--- config.mk ---
export PLATFORM = sky130hd
export DESIGN_NAME = rfdc_burst_sequencer
export DESIGN_NICKNAME = d
export VERILOG_FILES = /design/src/rtl/rfdc_pkg.sv /design/src/rtl/rfdc_burst_sequencer.sv
export SDC_FILE = /design/constraint.sdc
export NUM_CORES = 1
export LEC_CHECK = 0
export CAP_MARGIN = 5
export CORE_UTILIZATION = 40
export CTS_CLUSTER_DIAMETER = 60
export CTS_CLUSTER_SIZE = 25
export DETAILED_ROUTE_END_ITERATION = 16
export PLACE_DENSITY_LB_ADDON = 0.15
export RECOVER_POWER = 100
export SLEW_MARGIN = 20
export SYNTH_ARGS = -nofsm -noshare
export SYNTH_HDL_FRONTEND = slang
export SYNTH_SLANG_ARGS = --single-unit
--- constraint.sdc ---
create_clock -name clk -period 3 [get_ports clk]
set_input_delay 0.45 -clock clk [delete_from_list [all_inputs] [get_ports clk]]
set_output_delay 0.45 -clock clk [all_outputs]
set_load 0.01 [all_outputs]
--- src/rtl/rfdc_pkg.sv ---
// Shared types and default widths for the RFDC burst sequencer.
package rfdc_pkg;

   localparam int BEAT_W_DEF = 16;
   localparam int REP_W_DEF  = 8;

   typedef enum logic [1:0] {
      ST_IDLE  = 2'd0,
      ST_BURST = 2'd1,
      ST_GAP   = 2'd2,
      ST_DONE  = 2'd3
   } state_t;

endpackage

--- src/rtl/rfdc_burst_sequencer.sv ---
// Gates a sine sample source into repeated bursts of handshaked beats separated by idle gaps.
// Handshake: a beat transfers on a cycle where src_tvalid and src_tready are both high.
module rfdc_burst_sequencer
   import rfdc_pkg::*;
#(
   parameter int BEAT_W = BEAT_W_DEF,
   parameter int REP_W  = REP_W_DEF
) (
   input  logic              clk,
   input  logic              rst_n,
   input  logic              start,
   input  logic              abort,
   input  logic [BEAT_W-1:0] cfg_burst_beats,
   input  logic [BEAT_W-1:0] cfg_gap_cycles,
   input  logic [REP_W-1:0]  cfg_repeat,
   output logic              src_enable,
   input  logic              src_tvalid,
   input  logic              src_tready,
   output logic              busy,
   output logic              done,
   output logic              cfg_err,
   output logic [REP_W-1:0]  burst_idx
);

   state_t            state, state_nxt;
   logic [BEAT_W-1:0] cnt, cnt_nxt;
   logic [BEAT_W-1:0] lat_beats, lat_beats_nxt;
   logic [BEAT_W-1:0] lat_gap, lat_gap_nxt;
   logic [REP_W-1:0]  lat_rep, lat_rep_nxt;
   logic [REP_W-1:0]  idx_nxt;
   logic              cfg_err_nxt;
   logic              beat_hs;
   logic              last_burst;

   assign beat_hs    = src_tvalid & src_tready;
   assign last_burst = (lat_rep != '0) && (burst_idx == lat_rep - REP_W'(1));

   // Outputs decode the registered state only, so there is no input-to-output path.
   assign src_enable = (state == ST_BURST);
   assign busy       = (state != ST_IDLE);
   assign done       = (state == ST_DONE);

   always_ff @(posedge clk or negedge rst_n) begin
      if (!rst_n) begin
         state     <= ST_IDLE;
         cnt       <= '0;
         lat_beats <= '0;
         lat_gap   <= '0;
         lat_rep   <= '0;
         burst_idx <= '0;
         cfg_err   <= 1'b0;
      end else begin
         state     <= state_nxt;
         cnt       <= cnt_nxt;
         lat_beats <= lat_beats_nxt;
         lat_gap   <= lat_gap_nxt;
         lat_rep   <= lat_rep_nxt;
         burst_idx <= idx_nxt;
         cfg_err   <= cfg_err_nxt;
      end
   end

   // One counter serves both as the beat count in BURST and the cycle count in GAP.
   always_comb begin
      state_nxt     = state;
      cnt_nxt       = cnt;
      lat_beats_nxt = lat_beats;
      lat_gap_nxt   = lat_gap;
      lat_rep_nxt   = lat_rep;
      idx_nxt       = burst_idx;
      cfg_err_nxt   = 1'b0;

      if (state != ST_IDLE && abort) begin
         state_nxt = ST_IDLE;
         cnt_nxt   = '0;
      end else begin
         case (state)
            ST_IDLE: begin
               if (start && !abort) begin
                  if (cfg_burst_beats == '0) begin
                     cfg_err_nxt = 1'b1;
                  end else begin
                     lat_beats_nxt = cfg_burst_beats;
                     lat_gap_nxt   = cfg_gap_cycles;
                     lat_rep_nxt   = cfg_repeat;
                     cnt_nxt       = '0;
                     idx_nxt       = '0;
                     state_nxt     = ST_BURST;
                  end
               end
            end
            ST_BURST: begin
               if (beat_hs) begin
                  if (cnt == lat_beats - BEAT_W'(1)) begin
                     cnt_nxt = '0;
                     if (last_burst) begin
                        state_nxt = ST_DONE;
                     end else if (lat_gap != '0) begin
                        state_nxt = ST_GAP;
                     end else begin
                        idx_nxt = burst_idx + REP_W'(1);
                     end
                  end else begin
                     cnt_nxt = cnt + BEAT_W'(1);
                  end
               end
            end
            ST_GAP: begin
               if (cnt == lat_gap - BEAT_W'(1)) begin
                  cnt_nxt   = '0;
                  idx_nxt   = burst_idx + REP_W'(1);
                  state_nxt = ST_BURST;
               end else begin
                  cnt_nxt = cnt + BEAT_W'(1);
               end
            end
            ST_DONE: begin
               state_nxt = ST_IDLE;
            end
            default: begin
               state_nxt = ST_IDLE;
            end
         endcase
      end
   end

endmodule

==> metrics.txt <==
status finished, violations left; failing checks capacitance limit, slew limit; fin crit period approximately 2.9 ns; gp weighted congestion between 0.8 and 0.9; post-synth cell types 62; first-pass GRT wire length approximately 21000 um; synth-to-layout area growth 30.9%; Crit path required time approximately 3.2 ns; Final Hold Vio Count 0; Worst Tran Pin Value between 1.5 and 2 ns; final core occ between 50% and 60%; DIE HEIGHT roughly 110 um; Avg WL per Cell about 17 um; top cell type's share of synthesized area 35.7%; Worst EP arrival between 3 and 4 ns; IO Pins 58; sequential-to-total area share from yosys stat a little over a third; core area roughly 0.011 sq mm; most common cell after layout, fill and taps aside dfrtp_1; Inserted Diodes 0; Synth Area per Inst between 9 and 10 sq um; antenna violations before repair 0; Final Skew around 0.0064 ns; critical-path maximum fanout 5; placed cells just over 700; Die Wd around 110 um; CP top delay family simple AND/OR/NAND/NOR gates; CP Cell Sequence or4_4, o41ai_4, a21oi_2, a211o_1, and4bb_1, a21oi_2, or4_4, o31ai_2; LEAKAGE between 2 and 3 nW; cell row count 39; RSZ-0062 raised after global routing yes; Max stage delay on crit path about 0.6 ns; most area-consuming cells after synthesis dfrtp_1, mux2_2, xnor2_1, nand2_1, xor2_1; TritonCTS clock tree yes; Max-slew headroom -23.8%; Syn Inst Count 513; WL final 12700 um; Main synth FF type dfrtp_1; Post-synth EDFFs 0; YS warnings 0; Vias approximately 4200; clk root buf clkbuf_16; Fmax achieved 342 MHz; number of global-route vias before repair about 4100; DRC Markers 0; power per cell area ~880 mW/mm^2; final setup vio count 0; synthesis-stage register bit count 67; final setup TNS 0 ns; full die area around 0.012 sq mm; post-route ant nets 0; largest area contributor in the netlist dfrtp_1; total track usage between 20% and 30%; Hold Path Class reg -> reg; DRT Pass-1 Iters 5; CP Buf/Inv Count 0; Slew Viols, Final 33; clock-pin slew on the worst setup and hold paths approximately 0.060 ns; layout cells sized above 1 a little under a quarter; synthesized area around 0.0047 sq mm; VDD IR max approximately 500 uV; CTS Buffer Depth 2; TritonCTS Buffers 9; critical path class reg -> reg; DP HPWL slightly above 9000 um; H-tree Lvls 3; Synth async-reset ratio between 90% and 100%; commonest non-fill, non-tap cells in the layout dfrtp_1, nand2_1, clkdlybuf4s50_1; Via density 5.67; clock sinks 67; Initial Util 41.1%; syn nets 569; max-cap viol count 1; Crit-path slowest cell or4_4; largest net degree at the start of global routing 41; CP endpoint kind flip-flop; total grt overflow 0; crit share post-route between 90% and 100%; Nets 650; final hold slack about 0.56 ns; Finished Layout Cells ~740; power after layout roughly 5.4 mW; port bufs 57; DRT iter0 DRCs about 180; worst skew pair latency approximately 0.34 ns; cts hold-fix bufs 0; critical path startpoint category flip-flop
## what timing repair did
| item | 4_1_cts | 5_1_grt |
|---|---|---|
| endpoints found under the setup margin | 5 | 13 |
| pin swaps | 1 | 18 |
| resized for setup | 5 | 29 |
| setup buffers | 0 | 7 |
## power by group
group / switching (mW) / internal, mW
sequential: 0.487 / 1.23
clock: 0.394 / 0.711
combinational: 1.28 / 1.33
total: 2.16 / 3.27
## per-layer routing
layer | vias to the layer above | track usage (%) | routed length [um]
li1 | 2041 | - | -
met1 | 2054 | 29.6 | 5780
met2 | 98 | 36.5 | 6280
met3 | 15 | 3.64 | 424
met4 | 0 | 8.74 | 192
met5 | - | 0 | 0
## flip-flops by register name (all words and copies together), names as in the netlist
name       flops
cnt           16
lat_beats     16
lat_gap       16
burst_idx      8
lat_rep        8
state          2
cfg_err        1
## path summary, 6_finish.rpt
kind | startpoint | to | slack, ns | depth (start not counted)
max in group asynchronous | rst_n | lat_gap[1] | 0.59 | 2
max reg2reg | lat_beats[1] | burst_idx[5] | 0.07 | 8
min | lat_beats[11] | lat_beats[11] | 0.56 | 1
max | lat_beats[1] | burst_idx[5] | 0.07 | 8
min reg2reg | lat_beats[11] | lat_beats[11] | 0.56 | 1
min in group asynchronous | rst_n | cfg_err | 0.61 | 1
## cell usage after synthesis, types with 4 or more instances
| cell | count |
|---|---|
| buf_1 | 4 |
| inv_1 | 14 |
| and3_1 | 8 |
| nand2b_1 | 6 |
| xnor2_1 | 29 |
| or3_1 | 5 |
| mux2_2 | 40 |
| nand3_1 | 21 |
| o21ai_0 | 4 |
| nor2_1 | 35 |
| clkbuf_1 | 25 |
| and2_1 | 8 |
| nor2b_1 | 12 |
| a31oi_1 | 7 |
| dfrtp_1 | 67 |
| ha_1 | 10 |
| o41ai_1 | 4 |
| o21ai_1 | 5 |
| a21o_1 | 6 |
| mux2i_1 | 5 |
| xor2_1 | 19 |
| nor4_1 | 8 |
| nand4_1 | 4 |
| nor3_1 | 16 |
| nand2_1 | 56 |
| a211oi_1 | 5 |
| or4_1 | 5 |
| a21oi_1 | 12 |
| o221ai_1 | 13 |
| o31ai_1 | 12 |
## logic make-up after synthesis
kind of cell	share of synthesized area, %
buffers and inverters	3.78
AOI/OAI and AO/OA	14.8
DFF	35.7
and+or+nand+nor	23.4
adders and majority gates	2.66
xor gates and xnor gates	8.95
muxes	10.7
## cell type report
type,count,area [sq um]
Multi-Input combinational cell,401,3010
Inverter,14,52.6
Timing Repair Buffer,101,908
Fill cell,1059,5270
Sequential cell,67,1680
Clock buffer,13,270
Tap cell,143,179
Clock inverter,3,45.0
## through the flow
stage	instance area [sq um]	setup slack, ns
after floorplan	4700	0.00455
after global placement	5620	-0.0385
after detailed placement	5620	-0.187
after CTS	5970	0.00922
final	6150	0.0748
after global routing	6150	-0.0326
No activity file was read; power rests on OpenSTA's default activity.
